[config.mk]
export PLATFORM = sky130hd
export DESIGN_NAME = receptor_fase_serial
export DESIGN_NICKNAME = d
export VERILOG_FILES = /design/src/rtl/receptor_fase_serial.sv
export SDC_FILE = /design/constraint.sdc
export NUM_CORES = 1
export LEC_CHECK = 0
export CAP_MARGIN = 0
export CORE_MARGIN = 4
export CORE_UTILIZATION = 40
export CTS_CLUSTER_DIAMETER = 100
export CTS_CLUSTER_SIZE = 10
export DETAILED_ROUTE_END_ITERATION = 10
export DONT_BUFFER_PORTS = 1
export PLACE_DENSITY = 0.62
export SLEW_MARGIN = 30
export SYNTH_ARGS = -nofsm -noshare
export SYNTH_HDL_FRONTEND = slang
export SYNTH_SLANG_ARGS = --single-unit
[constraint.sdc]
create_clock -name clkMC -period 2.05 [get_ports clkMC]
set_input_delay 0.41 -clock clkMC [delete_from_list [all_inputs] [get_ports clkMC]]
set_output_delay 0.41 -clock clkMC [all_outputs]
set_load 0.02 [all_outputs]
[src/rtl/receptor_fase_serial.sv]
// Slave-side serial phase-code receiver: synchronises the master's bit clock, data and
// update strobe, assembles NELEM words of ba bits, and commits them on a clean frame.
module receptor_fase_serial #(
  parameter int NELEM = 7,
  parameter int WMAX  = 5
) (
  input  logic                  clkMC,
  input  logic                  rstn,
  input  logic                  psClk,
  input  logic                  psData,
  input  logic                  psLatch,
  input  logic [2:0]            ba,
  output logic [NELEM*WMAX-1:0] phaseOut,
  output logic                  updPulse,
  output logic                  frameErr,
  output logic [7:0]            elemCnt
);

  typedef enum logic [1:0] {IDLE, RECV, FULL, CHECK} state_t;

  localparam logic [7:0] NELEM_C = 8'(NELEM);
  localparam logic [2:0] WMAX_C  = 3'(WMAX);

  state_t                  state_q, state_d;
  logic [2:0]              clk_sync_q, clk_sync_d;
  logic [2:0]              lat_sync_q, lat_sync_d;
  logic [1:0]              dat_sync_q, dat_sync_d;
  logic [WMAX-1:0]         word_q, word_d;
  logic [2:0]              bit_idx_q, bit_idx_d;
  logic [7:0]              elem_cnt_q, elem_cnt_d;
  logic                    ovf_q, ovf_d;
  logic [WMAX-1:0]         stage_q [NELEM];
  logic [WMAX-1:0]         stage_d [NELEM];
  logic [NELEM*WMAX-1:0]   phase_out_q, phase_out_d;
  logic                    upd_q, upd_d;
  logic                    frame_err_q, frame_err_d;

  logic                    bit_ev, lat_ev, frame_good;
  logic [2:0]              ba_m1;
  logic [WMAX-1:0]         word_next;
  logic [NELEM*WMAX-1:0]   stage_flat;

  // Stage 1 and 2 resynchronise; stage 3 only serves edge detection.
  assign bit_ev = clk_sync_q[1] & ~clk_sync_q[2];
  assign lat_ev = lat_sync_q[1] & ~lat_sync_q[2];
  assign ba_m1  = ba - 3'd1;

  assign frame_good = (elem_cnt_q == NELEM_C) && (bit_idx_q == 3'd0) && !ovf_q &&
                      (ba != 3'd0) && (ba <= WMAX_C);

  generate
    for (genvar gi = 0; gi < NELEM; gi++) begin : g_flat
      assign stage_flat[gi*WMAX +: WMAX] = stage_q[gi];
    end
  endgenerate

  always_comb begin
    clk_sync_d  = {clk_sync_q[1:0], psClk};
    lat_sync_d  = {lat_sync_q[1:0], psLatch};
    dat_sync_d  = {dat_sync_q[0], psData};
    state_d     = state_q;
    word_d      = word_q;
    bit_idx_d   = bit_idx_q;
    elem_cnt_d  = elem_cnt_q;
    ovf_d       = ovf_q;
    stage_d     = stage_q;
    phase_out_d = phase_out_q;
    upd_d       = 1'b0;
    frame_err_d = frame_err_q;
    word_next   = {word_q[WMAX-2:0], dat_sync_q[1]};

    case (state_q)
      CHECK: begin
        // Bits arriving here are dropped silently; the frame has already been judged.
        if (frame_good) begin
          phase_out_d = stage_flat;
          upd_d       = 1'b1;
          frame_err_d = 1'b0;
        end else begin
          frame_err_d = 1'b1;
        end
        elem_cnt_d = 8'd0;
        bit_idx_d  = 3'd0;
        ovf_d      = 1'b0;
        word_d     = '0;
        state_d    = IDLE;
      end
      default: begin
        if (bit_ev) begin
          if (state_q == FULL) begin
            ovf_d = 1'b1;
          end else if (bit_idx_q == ba_m1) begin
            // Shift register is cleared per word, so the stored word is already zero-extended.
            for (int k = 0; k < NELEM; k++) begin
              if (elem_cnt_q == 8'(k)) stage_d[k] = word_next;
            end
            elem_cnt_d = elem_cnt_q + 8'd1;
            bit_idx_d  = 3'd0;
            word_d     = '0;
            state_d    = (elem_cnt_q + 8'd1 == NELEM_C) ? FULL : RECV;
          end else begin
            word_d    = word_next;
            bit_idx_d = bit_idx_q + 3'd1;
            state_d   = RECV;
          end
        end
        if (lat_ev) state_d = CHECK;
      end
    endcase
  end

  always_ff @(posedge clkMC) begin
    if (!rstn) begin
      state_q     <= IDLE;
      clk_sync_q  <= '0;
      lat_sync_q  <= '0;
      dat_sync_q  <= '0;
      word_q      <= '0;
      bit_idx_q   <= '0;
      elem_cnt_q  <= '0;
      ovf_q       <= 1'b0;
      phase_out_q <= '0;
      upd_q       <= 1'b0;
      frame_err_q <= 1'b0;
      for (int k = 0; k < NELEM; k++) stage_q[k] <= '0;
    end else begin
      state_q     <= state_d;
      clk_sync_q  <= clk_sync_d;
      lat_sync_q  <= lat_sync_d;
      dat_sync_q  <= dat_sync_d;
      word_q      <= word_d;
      bit_idx_q   <= bit_idx_d;
      elem_cnt_q  <= elem_cnt_d;
      ovf_q       <= ovf_d;
      phase_out_q <= phase_out_d;
      upd_q       <= upd_d;
      frame_err_q <= frame_err_d;
      stage_q     <= stage_d;
    end
  end

  assign phaseOut = phase_out_q;
  assign updPulse = upd_q;
  assign frameErr = frame_err_q;
  assign elemCnt  = elem_cnt_q;

endmodule

Word-level counts from Yosys, hierarchy flattened
Cells that the tools add are included.

storage, ports and cells
  bits in registers = 98
  bits of input ports = 8
  word-level logic and storage cells = 73
  output and inout bits = 45

cells by class
  $lt $le $gt $ge = 1
  bitwise logic cells = 7
  reduce and logical (&&, ||, !) cells = 23
  eq/ne operators = 12
  $add $sub $neg = 3
  multiplexer cells = 9

operator list
  operator                                                count
  == test 8 x 3 -> 1 bit (second input constant)          5
  AND reduction 5 bit                                     7
  == test 8 x 2 -> 1 bit (second input constant)          2
  two-way mux 2 bit                                       5
  AND reduction 2 bit                                     5
  adder 8 x 1 -> 8 bit (second input constant)            1
  == test 8 x 1 -> 1 bit (second input constant)          1
  zero test 8 bit                                         1
  NOT 1 bit                                               5
  == test 2 bit (second input constant)                   2
  logical AND 1 bit                                       4
  two-way mux 4 bit                                       1
  adder 3 x 1 -> 3 bit (second input constant)            1
  == test 3 bit                                           1
  less-or-equal comparator 3 bit (second input constant)  1
  zero test 3 bit                                         1
  two-way mux 3 bit                                       1
  AND reduction 3 bit                                     1
  nonzero test 3 bit                                      1
  subtractor 3 x 1 -> 3 bit (second input constant)       1
  bitwise AND 1 bit                                       2
  two-way mux 1 bit                                       2
  inequality test 2 bit (second input constant)           1
  nonzero test 2 bit                                      1
  2 further kinds                                         2

Longest topological paths before layout
Gate-level depths: netlist (run 1).

  depth in word-level cells = 7
  gate-level depth with buffers = 9
  depth with buffers taken out = 7

Worst setup path after synthesis (run 1)
No wires, ideal clock.

  path kind = input -> register
  from = input port ba[0]
  to = register stage_q, in the netlist stage_flat[11]
  slack = -28 ps
  required time = 1934 ps
  setup time = 116 ps
  buffers on the path = 1
  stages on the path = 8
  data arrival time = 1962 ps
  path through = inv_1 ha_1 xnor2_1 nor4_1 and3_1 buf_4 mux2i_1 nor2b_1

on the way
  cells in the longest elaborated chain, start to end = 3

RTL lines
  item                                  line  text
  start: declaration                    12    input logic [2:0] ba,
  subtractor 3 x 1 -> 3 bit             46    assign ba_m1 = ba - 3'd1;
  == test 3 bit                         92    end else if (bit_idx_q == ba_m1) begin
  AND reduction 5 bit (no source line)  --
  end signal: assignment                138   stage_q <= stage_d;
  end: declaration                      32    logic [WMAX-1:0] stage_q [NELEM];

No other way between the ends.
A chain may end at the register's enable or synchronous reset.

Worst setup path after layout (run 1)
  from = register elem_cnt_q[7], in the netlist elemCnt[7]
  to = register stage_q, in the netlist stage_flat[20]

on the way
  cells in the longest elaborated chain, start to end = 2

RTL lines
  item                                  line  text
  start: declaration                    30    logic [7:0] elem_cnt_q, elem_cnt_d;
  start signal: assignment              133   elem_cnt_q <= elem_cnt_d;
  == test 8 x 3 -> 1 bit                95    if (elem_cnt_q == 8'(k)) stage_d[k] = word_next;
  AND reduction 5 bit (no source line)  --

No other way between the ends.

==> results_dict.tcl, run 1 <==
set metrics [dict create \
    wl_met3_um 453 \
    area_growth_syn_to_layout_pct 9.34 \
    cts_buffer_depth 2 \
    synth.area.mux_share_pct 10.2 \
    gr-usage-all-layers_pct 14.4 \
    clkSlewWorstSetupHoldPaths_ps 90 \
    tightest_slew_ps 749 \
    cts_inserted_buffers 9 \
    async_reset_ff_share_pct 0 \
    synth_edf_count 0 \
    path_buf_inv 1 \
    met1_length_um 3770 \
    io_pins 53 \
    yosysWarnings 0 \
    hold_viol 0 \
    port_buffers 0 \
    ir_worst_vdd_mv 0.422 \
    ys_seq_elements 98 \
    viasPerCell 5.02 \
    crit_arrival_ps 2180 \
    cap_viol_max_count 0 \
    die_h_um 107 \
    drt_iter0_drc 93 \
    core_um2 9370 \
    yosys.area_share.adder_pct 3.20 \
    required_ps 2300 \
    grt_pass1_wl_um 13000 \
    synthXorXnorAreaFrac_pct 3.74 \
    finalWorstSetupSlack_ps 123 \
    synthesis.instances 359 \
    die_width_um 107 \
    drc 0 \
    utilization_pct 45.6 \
    cp-end-kind "flop" \
    drive_gt1_share_pct 13.9 \
    stdcell_count 503 \
    synth_top_family_by_area "simple AND/OR/NAND/NOR gates" \
    critPathLaunchType "flop" \
    hold_path.class "in2reg" \
    finClkSkew_ps 11.8 \
    antenna_found_initial 0 \
    synth.distinct_cells 34 \
    place_hpwl_um 5430 \
    post-route-period-util_pct 94.0 \
    min_period_ps 1930 \
    ant_nets 0 \
    relSlewSlack_pct 50.0 \
    dieArea_um2 11400 \
    fmax_ghz 0.519 \
    synthSimpleGateAreaFrac_pct 16.6 \
    cts.htree.levels 3 \
    place.gp.congestion 0.812 \
    cts-root-buf "clkbuf_8" \
    grt_max_degree 49 \
    total_power_uw 3190 \
    p_leak_uw 0.00160 \
    antennaDiodeCount 0 \
    synth_compound_gate_area_share_pct 10.0 \
    post-cts-setup-buffers 0 \
    slew_violations 0 \
    cts_sinks 98 \
    synth_area_um2 3910 \
    overflow 0 \
    wl_met2_um 3500 \
    drt_first_pass_iters 5 \
    dp_cells 487 \
    synth.avg_cell_area_um2 10.9 \
    fillers 917 \
    status "finished, final reports clean" \
    crit_slowest_cell "or4_4" \
    synth-main-ff-cell "dfxtp_1" \
    max_stage_delay_ps 590 \
    num_rows 35 \
    setup_tns_ps 0 \
    wl_um 7830 \
    place_ws_ps -132 \
    crit_chain "or4_4 > nor4_4 > and3_1 > buf_4 > mux2i_1 > nor2b_1" \
    tritoncts "built" \
    ctsHoldBuffers 0 \
    drt-wirelength-per-cell_um 15.6 \
    power_density_nw_per_um2 745 \
    worstPathMaxFanout 5 \
    grt_pass1_vias 2499 \
    ys_seq_area_share_pct 50.1 \
    fin_nets 387 \
    initial_utilization_pct 41.7 \
    dr.max_layer_used "met4" \
    num_vias 2523 \
    crit_family "simple AND/OR/NAND/NOR gates" \
    critPathKind "reg2reg" \
    insertion_delay_ps 360 \
    reg2reg_setup_slack_ps 120 \
    syn-num-nets 377 \
    rsz0062_at_grt "no" \
    setup_viol 0 \
]
[logic make-up (layout without fill, tap and decap cells)]
kind of cell / count (synthesis) / after routing
AOI/OAI and AO/OA: 49 / 49
DFF: 98 / 98
buffers and inverters: 37 / 52
muxes: 40 / 40
adders and majority gates: 10 / 10
xor gates and xnor gates: 15 / 15
and+or+nand+nor: 110 / 110
[synthesized netlist by cell type, types with 2 or more instances]
master,number,area share [%]
nand4_1,3,0.48
clkbuf_1,6,0.58
nand3_1,4,0.51
a22o_1,35,7.8
dfxtp_1,98,50
nand2b_1,3,0.48
nor3_1,2,0.26
mux2i_1,40,10
buf_4,8,1.5
a21oi_1,5,0.64
buf_6,8,2.3
nor4_1,2,0.32
and2_1,12,1.9
nand2_1,11,1.1
and3_1,8,1.3
nor2b_1,39,6.2
o21ai_0,2,0.26
nor2_1,18,1.7
xnor2_1,7,1.6
and4_1,3,0.67
nor3_2,2,0.51
o21ai_1,2,0.26
ha_1,10,3.2
xor2_1,7,1.6
inv_1,9,0.86
buf_2,6,0.77
a31oi_1,2,0.32
[per-stage QoR]
step / hold slack (ps) / area (µm²)
6_report: 174 / 4280
5_1_grt: 150 / 4280
4_1_cts: 155 / 4270
3_5_place_dp: 417 / 4090
3_3_place_gp: 416 / 4080
2_1_floorplan: 412 / 3920
[worst register-to-register path: stages (launching register included)]
cell and delay, ps:
dfxtp_1 320, or4_4 590, nor4_4 280, and3_1 220, buf_4 160, mux2i_1 190, nor2b_1 60
[power by group]
group,total [µW],internal [µW],switching (µW)
clock network,1140,487,653
registers,1920,1910,10.6
logic,122,57.7,64.4
total,3190,2460,728
[per-layer routing]
| metal | GRT usage, % | vias to the layer above |
|---|---|---|
| li1 | - | 1256 |
| met1 | 19.0 | 1206 |
| met5 | 0 | - |
| met2 | 22.1 | 52 |
| met4 | 3.74 | 0 |
| met3 | 5.66 | 9 |
[path summary, 6_finish.rpt]
| check | to | cells past startpoint | from |
|---|---|---|---|
| hold / removal | clk_sync_q[0]$_SDFF_PN0_ | 1 | rstn |
| setup reg to reg | stage_flat[20]$_SDFFE_PN0P_ | 6 | elemCnt[7]$_SDFFE_PP0P_ |
| setup / recovery | stage_flat[20]$_SDFFE_PN0P_ | 6 | elemCnt[7]$_SDFFE_PP0P_ |
| hold reg to reg | lat_sync_q[1]$_SDFF_PN0_ | 1 | lat_sync_q[0]$_SDFF_PN0_ |
[registers in the layout (all words and copies together) (netlist names), 2 cells and up]
| register | count |
|---|---|
| bit_idx_q | 3 |
| lat_sync_q | 3 |
| state_q | 2 |
| word_q | 4 |
| phaseOut | 35 |
| clk_sync_q | 3 |
| stage_flat | 35 |
| dat_sync_q | 2 |
| elemCnt | 8 |
[cell usage in the layout, fill, tap and decap left out, drive strengths merged, types with 4 or more instances in the layout]
master	netlist	routed
inv	9	10
and3	8	8
buf	22	27
o21ai	4	4
xnor2	7	7
a22o	35	35
and2	12	12
nand3	4	4
ha	10	10
clkbuf	6	12
nor4	4	4
xor2	7	7
nor2	18	18
mux2i	40	40
a21oi	5	5
nor2b	39	39
nor3	4	4
nand2	11	11
dfxtp	98	98
[area by class of cell]
cell class,instances,area (µm²),share of cell area (%)
multi-input combinational,224,1740,40.6
inverter,9,33.8,0.790
tap,129,161,3.77
timing repair buffer,27,203,4.74
sequential,98,1960,45.9
clock inverter,4,35.0,0.819
clock buffer,12,145,3.39
[what timing repair did]
item | CTS | global route
endpoints found under the setup margin | 2 | 12
pin swaps | 0 | 2
gates resized for setup | 1 | 3
(Power assumes the default switching activity.)
==> run 2: changes to the inputs <==
--- a/config.mk
+++ b/config.mk
@@ -9,7 +9,6 @@
 export CORE_MARGIN = 4
 export CORE_UTILIZATION = 40
 export CTS_CLUSTER_DIAMETER = 100
-export CTS_CLUSTER_SIZE = 10
 export DETAILED_ROUTE_END_ITERATION = 10
 export DONT_BUFFER_PORTS = 1
 export PLACE_DENSITY = 0.62
==> results of run 2 <==
No change in the layout: final DEF, timing and power equal those of run 1.
